### src/rtl/rx_fifo.sv
// Receive-side AXI-stream to AHIR pipe adapter: packs beats into {tlast, tdata, tkeep} words,
// buffers them in a DEPTH-entry circular FIFO and counts good/bad frames flagged via tuser.
module rx_fifo #(
   parameter int unsigned N     = 64,
   parameter int unsigned S     = N / 8,
   parameter int unsigned D     = N + S + 1,
   parameter int unsigned DEPTH = 4,
   parameter int unsigned AW    = $clog2(DEPTH)
) (
   input  logic         clk,
   input  logic         reset,
   input  logic [N-1:0] rx_axis_tdata,
   input  logic [S-1:0] rx_axis_tkeep,
   input  logic         rx_axis_tvalid,
   input  logic         rx_axis_tlast,
   input  logic         rx_axis_tuser,
   output logic         rx_axis_tready,
   output logic [D-1:0] write_pipe_data,
   output logic         write_pipe_req,
   input  logic         write_pipe_ack,
   output logic         rx_frame_active,
   output logic [15:0]  rx_good_frames,
   output logic [15:0]  rx_bad_frames
);

   typedef enum logic [0:0] {StIdle, StFrame} state_e;

   localparam logic [AW:0] CountFull = (AW + 1)'(DEPTH);

   logic [D-1:0]  mem_q [DEPTH];
   logic [D-1:0]  mem_d [DEPTH];
   logic [AW-1:0] wr_ptr_q, wr_ptr_d;
   logic [AW-1:0] rd_ptr_q, rd_ptr_d;
   logic [AW:0]   count_q, count_d;
   logic          ready_en_q, ready_en_d;
   logic [15:0]   good_q, good_d;
   logic [15:0]   bad_q, bad_d;
   state_e        state_q, state_d;

   logic full, empty, push, pop;

   always_comb begin
      full            = (count_q == CountFull);
      empty           = (count_q == '0);
      // tready depends only on registered state, never on write_pipe_ack.
      rx_axis_tready  = ready_en_q && !full;
      write_pipe_req  = !empty;
      write_pipe_data = mem_q[rd_ptr_q];
      push            = rx_axis_tvalid && rx_axis_tready;
      pop             = write_pipe_req && write_pipe_ack;
      rx_good_frames  = good_q;
      rx_bad_frames   = bad_q;
   end

   always_comb begin
      mem_d      = mem_q;
      wr_ptr_d   = wr_ptr_q;
      rd_ptr_d   = rd_ptr_q;
      count_d    = count_q;
      ready_en_d = 1'b1;
      good_d     = good_q;
      bad_d      = bad_q;
      if (push) begin
         mem_d[wr_ptr_q] = {rx_axis_tlast, rx_axis_tdata, rx_axis_tkeep};
         wr_ptr_d        = wr_ptr_q + AW'(1);
         if (rx_axis_tlast) begin
            if (rx_axis_tuser) bad_d = bad_q + 16'd1;
            else               good_d = good_q + 16'd1;
         end
      end
      if (pop) rd_ptr_d = rd_ptr_q + AW'(1);
      unique case ({push, pop})
         2'b10:   count_d = count_q + (AW + 1)'(1);
         2'b01:   count_d = count_q - (AW + 1)'(1);
         default: count_d = count_q;
      endcase
   end

   // Storage has no reset; emptiness is tracked solely by count_q.
   always_ff @(posedge clk) begin
      mem_q <= mem_d;
   end

   always_ff @(posedge clk or posedge reset) begin
      if (reset) begin
         wr_ptr_q   <= '0;
         rd_ptr_q   <= '0;
         count_q    <= '0;
         ready_en_q <= 1'b0;
         good_q     <= '0;
         bad_q      <= '0;
      end else begin
         wr_ptr_q   <= wr_ptr_d;
         rd_ptr_q   <= rd_ptr_d;
         count_q    <= count_d;
         ready_en_q <= ready_en_d;
         good_q     <= good_d;
         bad_q      <= bad_d;
      end
   end

   always_ff @(posedge clk or posedge reset) begin
      if (reset) state_q <= StIdle;
      else       state_q <= state_d;
   end

   always_comb begin
      state_d = state_q;
      if (push) begin
         unique case (state_q)
            StIdle:  if (!rx_axis_tlast) state_d = StFrame;
            StFrame: if (rx_axis_tlast)  state_d = StIdle;
            default: state_d = StIdle;
         endcase
      end
   end

   always_comb begin
      rx_frame_active = (state_q == StFrame);
   end

endmodule

### config.mk
export PLATFORM = sky130hd
export DESIGN_NAME = rx_fifo
export DESIGN_NICKNAME = d
export VERILOG_FILES = /design/src/rtl/rx_fifo.sv
export SDC_FILE = /design/constraint.sdc
export NUM_CORES = 1
export LEC_CHECK = 0
export BUFFER_PORTS_ARGS = -buffer_cell sky130_fd_sc_hd__buf_2
export CAP_MARGIN = 40
export CORE_MARGIN = 2
export CORE_UTILIZATION = 61
export DETAILED_ROUTE_END_ITERATION = 12
export GPL_TIMING_DRIVEN = 0
export PLACE_DENSITY = 0.82
export SYNTH_ARGS = -nofsm -noshare
export SYNTH_HDL_FRONTEND = slang
export SYNTH_SLANG_ARGS = --single-unit
### constraint.sdc
create_clock -name clk -period 6.35 [get_ports clk]
set_clock_uncertainty 0.15 [all_clocks]
set_input_delay 0 -clock clk [delete_from_list [all_inputs] [get_ports clk]]
set_output_delay 0 -clock clk [all_outputs]
set_load 0.01 [all_outputs]
-- After elaboration in Yosys (flattened, before gate mapping)
Index checks and enable logic that the tools add are counted.
- bits in registers: 333
- latch bits: 0
- bits in writable memories: 0
- bits in read-only memories: 0
- input bits: 78
- output and inout bits: 108
- word-level logic and storage cells: 44
- memories: 0
- $add $sub $neg: 6
- $mul: 0
- div/mod/pow operators: 0
- $lt $le $gt $ge: 3
- equality and inequality tests: 3
- shift operators: 0
- multiplexer cells: 8
- bitwise gates (word level): 3
- reductions and logical operators: 10
- operators by type and width (kind ; number):
    bitwise mux 292 bit ; 1
    2-to-1 mux 73 bit ; 3
    binary-select mux 73 bit (select 2 bit) ; 1
    demux 73 bit (select 2 bit) ; 1
    adder 16 x 1 -> 16 bit, second input constant ; 2
    >= comparator 3 bit, second input constant ; 2
    NOT 2 -> 3 bit ; 2
    case mux 3 bit (2 select lines) ; 1
    AND reduction 3 bit ; 2
    adder 2 x 1 -> 2 bit, second input constant ; 2
    logical AND 1 bit ; 4
    adder 3 x 1 -> 3 bit, second input constant ; 1
    == test 3 bit, second input constant ; 1
    zero test 3 bit ; 1
    < comparator 3 x 1 -> 1 bit, second input constant ; 1
    subtractor 3 x 1 -> 3 bit, second input constant ; 1
    == test 2 x 1 -> 1 bit, second input constant ; 1
    == test 2 bit, second input constant ; 1
    zero test 1 bit ; 2
    nonzero test 2 bit ; 1
    2-to-1 mux 1 bit ; 1
    NOT 1 bit ; 1

-- Longest topological paths before layout
- depth after elaboration: 6
- depth in mapped cells: 9
- mapped depth without buffers: 9

-- Worst setup path before layout
No wires, ideal clock.
- kind: register to register
- start point: register count_q[2]
- end point: register mem_q[0] (netlist name), enable pin
- setup time: 439 ps
- data arrival time: 2494 ps
- data required time: 5761 ps
- setup slack: 3267 ps
- cell stages (with the launch flop): 4
- path buffers: 0
- clock period less this slack: 3083 ps
- cells stage by stage: dfrtp_1 -> nor3b_4 -> nor2_4 -> and2_1
- longest elaborated chain between the ends: 4
- ends and longest elaborated chain (item ; line ; text):
    start, declared ; 34 ; logic [AW:0] count_q, count_d;
    start signal, assigned ; 95 ; count_q <= count_d;
    == test 3 bit ; 43 ; full = (count_q == CountFull);
    zero test 1 bit ; 46 ; rx_axis_tready = ready_en_q && !full;
    logical AND 1 bit ; 46 ;
    logical AND 1 bit ; 49 ; push = rx_axis_tvalid && rx_axis_tready;
    end signal, assigned ; 81 ; mem_q <= mem_d;
    end, declared ; 30 ; logic [D-1:0] mem_q [DEPTH];
No other way between the ends.
A chain may end at the register's enable or synchronous reset.

-- Worst setup path after layout
- start point: register rd_ptr_q[0]
- end point: output write_pipe_data[47]
- longest elaborated chain between the ends: 4
- ends and longest elaborated chain (item ; line ; text):
    start, declared ; 33 ; logic [AW-1:0] rd_ptr_q, rd_ptr_d;
    start signal, assigned ; 94 ; rd_ptr_q <= rd_ptr_d;
    NOT 2 -> 3 bit (implied by the code) ; 48 ; write_pipe_data = mem_q[rd_ptr_q];
    binary-select mux 73 bit (select 2 bit) ; 48 ;
    2-to-1 mux 73 bit (implied by the code) (2 in series) ; 48 ;
    end, declared ; 18 ; output logic [D-1:0] write_pipe_data,
No other way between the ends. The select of a mux whose other input is x is not followed.

==> results.py <==
metrics = {
    "hold_path": {
        "min_path_type": "input pin to asynchronous set/reset pin",
    },
    "drt": {
        "vias": 6421,
        "drtAntennaViolNets": 0,
        "drt_iter0_drc": 404,
        "drcViolationCount": 0,
        "wl_per_cell_um": 22.12,
        "wl_um": 25170,
        "vias_per_cell": 5.642,
        "drt_pre_antenna_iters": 4,
    },
    "critical_path": {
        "endpoint_kind": "output port",
        "cp_cell_sequence": "buf_2 -> buf_2 -> mux4_2 -> buf_2",
        "slowest_stage": "mux4_2",
        "cpLargestDelayFamily": "buffers and inverters",
        "max_stage_delay_ns": 0.59,
        "cp.arrival_ns": 2.44,
        "start_kind": "register",
        "cp_num_buf_inv": 3,
        "cp_data_required_time_ns": 6.20,
        "worst_path_most_repeated_cell": "buf_2",
        "crit_fanout": 10,
        "r2r-start": "count_q[0]$_DFFE_PP0P_",
        "crit_start": "rd_ptr_q[0]$_DFFE_PP0P_",
        "worstSetupPathType": "register to output port",
    },
    "finish": {
        "layout_common_cells": "edfxtp_1 (292), buf_2 (194), dlygate4sd3_1 (77), mux4_2 (73), dfrtp_1 (41)",
        "syn_to_final_growth_pct": 24.59,
        "final_common_cell": "edfxtp_1",
        "final_layout_size_suffix_gt1_share_pct": 36.79,
        "utilization_pct": 76.84,
        "fin_nets": 931,
    },
    "cts": {
        "clk_latency_ns": 0.53,
        "cts_tree": "done",
        "post_cts_buffers": 0,
        "cts_buffer_depth": 3,
        "clock_sinks": 333,
        "htreeDepth": 1,
        "hold_buffers": 77,
        "cts_resized": 0,
        "clk_pin_slew_ns": 0.06,
        "cts_buffers": 31,
        "cts_root_buffer": "clkbuf_16",
    },
    "yosys": {
        "netlist-cell-type-count": 34,
        "synth_cells": 546,
        "synth_largest_area_cell": "edfxtp_1",
        "postSynthAreaPerCell_um2": 22.71,
        "syn-cell-area_um2": 12400,
        "ys_ff_latch": 333,
        "ys_warn_count": 0,
        "synth_nets": 632,
        "yosysSeqAreaShare_pct": 78.99,
        "synth_area_leaders": "edfxtp_1 (71%), mux4_2 (13%), dfrtp_1 (8.3%), xnor2_1 (1.9%), ha_1 (0.71%)",
        "synth_top_area_share_pct": 70.72,
    },
    "power": {
        "power_density_nw_per_um2": 394.1,
        "irDropWorstVdd_mv": 0.3328,
        "pwr-share-comb_pct": 27.6,
        "total_leakage_power_nw": 5.610,
        "p_int_w": 0.004374,
        "p_sw_w": 0.001715,
        "seq_power_share_pct": 45.1,
        "p_sw_share_pct": 28.16,
        "p_clk_share_pct": 27.2,
    },
    "floorplanning": {
        "pin_count": 186,
        "die_x_um": 146.6,
        "start_util_pct": 61.68,
        "placement_rows": 52,
        "die_area_um2": 21480,
        "core_area_um2": 20100,
        "die_h_um": 146.6,
    },
    "sta": {
        "max_freq_mhz": 386.2,
        "layout_min_cycle_time_ns": 2.589,
        "holdWs_ns": 0.03874,
        "final.setup.tns_ns": 0,
        "tightest_slew_ns": 0.8269,
        "setup_viol": 0,
        "timing.slew.headroom_pct": 44.80,
        "maxSlewViolCount": 0,
        "hold_violations": 0,
        "rsz0062_at_grt": "false",
        "period_share_pct": 40.78,
    },
    "placed_design": {
        "gp_congestion": 0.7645,
        "portBuffers": 185,
        "post-dp-hpwl_um": 14600,
    },
    "grt": {
        "grt_pass1_vias": 6908,
        "grt_max_degree": 48,
        "overflow": 0,
        "antenna_found_initial": 1,
        "grt_pass1_wl_um": 38890,
        "grt_use_total_pct": 23.79,
    },
    "job": {
        "drv_cap": 0,
    },
    "run_status": {
        "status": "completed",
    },
}
[power groups by stage]
stage	combinational (W)	sequential (W)	clock, W
final	0.00168	0.00275	0.00166
after global routing	0.00181	0.00277	0.00177
after CTS	0.00171	0.00275	0.00169
after detailed placement	0.00165	0.00278	0
after global placement	0.00158	0.00279	0
after floorplan	0.00105	0.00278	0
[cells in the mapped netlist (all sizes together)]
cell type,number
xor2,9
and2,5
edfxtp,292
nand3,13
mux4,73
fa,1
nor3b,2
nor2b,1
nor3,5
clkbuf,5
inv,8
nor4,2
dfrtp,41
xnor2,27
and3,4
nand4b,1
or3,1
mux2,2
nand3b,1
o21ai,2
ha,7
nand2,14
mux2i,1
buf,11
conb,1
and4,1
nor2,5
nand4,11
[kinds of logic (layout without fill, tap and decap cells)]
logic type / after synthesis / after routing / share of synthesized area (%)
other cells: 1 / 2 / 0.03024
xor+xnor: 36 / 36 / 2.543
buf+inv: 24 / 345 / 0.8174
fa+ha+maj: 8 / 8 / 0.8678
compound gates: 2 / 2 / 0.08073
mux: 76 / 76 / 13.52
simple gates: 66 / 66 / 3.148
flops: 333 / 333 / 78.99
[worst min-delay path, stage by stage]
cell,delay (ns)
dlygate4sd3_1,0.53
buf_2,0.12
inv_2,0.60
[final cells by class]
cell class | instances | area, µm²
antenna | 1 | 2.502
clock inverter | 12 | 78.83
sequential | 333 | 9794
tap | 270 | 337.8
multi-input combinational | 189 | 2514
inverter | 8 | 30.03
fill | 1079 | 4656
timing repair buffer | 266 | 1799
clock buffer | 43 | 820.8
buffer | 16 | 71.32
[final timing paths]
| kind | slack [ns] | depth (start not counted) | end |
|---|---|---|---|
| max | 3.76 | 4 | write_pipe_data[47] |
| min | 0.04 | 3 | rx_bad_frames[6]$_DFFE_PP0P_ |
| max reg2reg | 3.88 | 9 | count_q[2]$_DFFE_PP0P_ |
| min reg2reg | 0.33 | 1 | rx_good_frames[15]$_DFFE_PP0P_ |
| max in group asynchronous | 5.50 | 3 | rx_good_frames[9]$_DFFE_PP0P_ |
| min in group clk | 0.07 | 2 | mem_q[217]$_DFFE_PP_ |
[flip-flops by register name, summed over array words and instances (netlist names)]
name	cells
mem_q	292
rx_bad_frames	16
rx_good_frames	16
count_q	3
rd_ptr_q	2
wr_ptr_q	2
ready_en_q	1
rx_frame_active	1
[through the flow]
stage | cells | total power (W) | cell area [µm²] | worst slack, ns
finish | 1138 | 0.006088 | 15450 | 3.761
global route | 1138 | 0.006342 | 15450 | 3.606
CTS | 1137 | 0.006142 | 15450 | 3.716
detailed placement | 1005 | 0.004434 | 13780 | 3.902
global placement | 1001 | 0.004371 | 13660 | 2.023
floorplan | 546 | 0.003822 | 12400 | 3.267
[per-layer routing]
metal	vias up	global-route usage [%]	wire, µm
met3	41	4.563	1663
li1	2835	-	-
met5	-	0	0
met1	3287	31.30	9749
met4	0	6.942	544
met2	258	41.34	13210
Note: power is estimated with default switching activity, not from simulation.
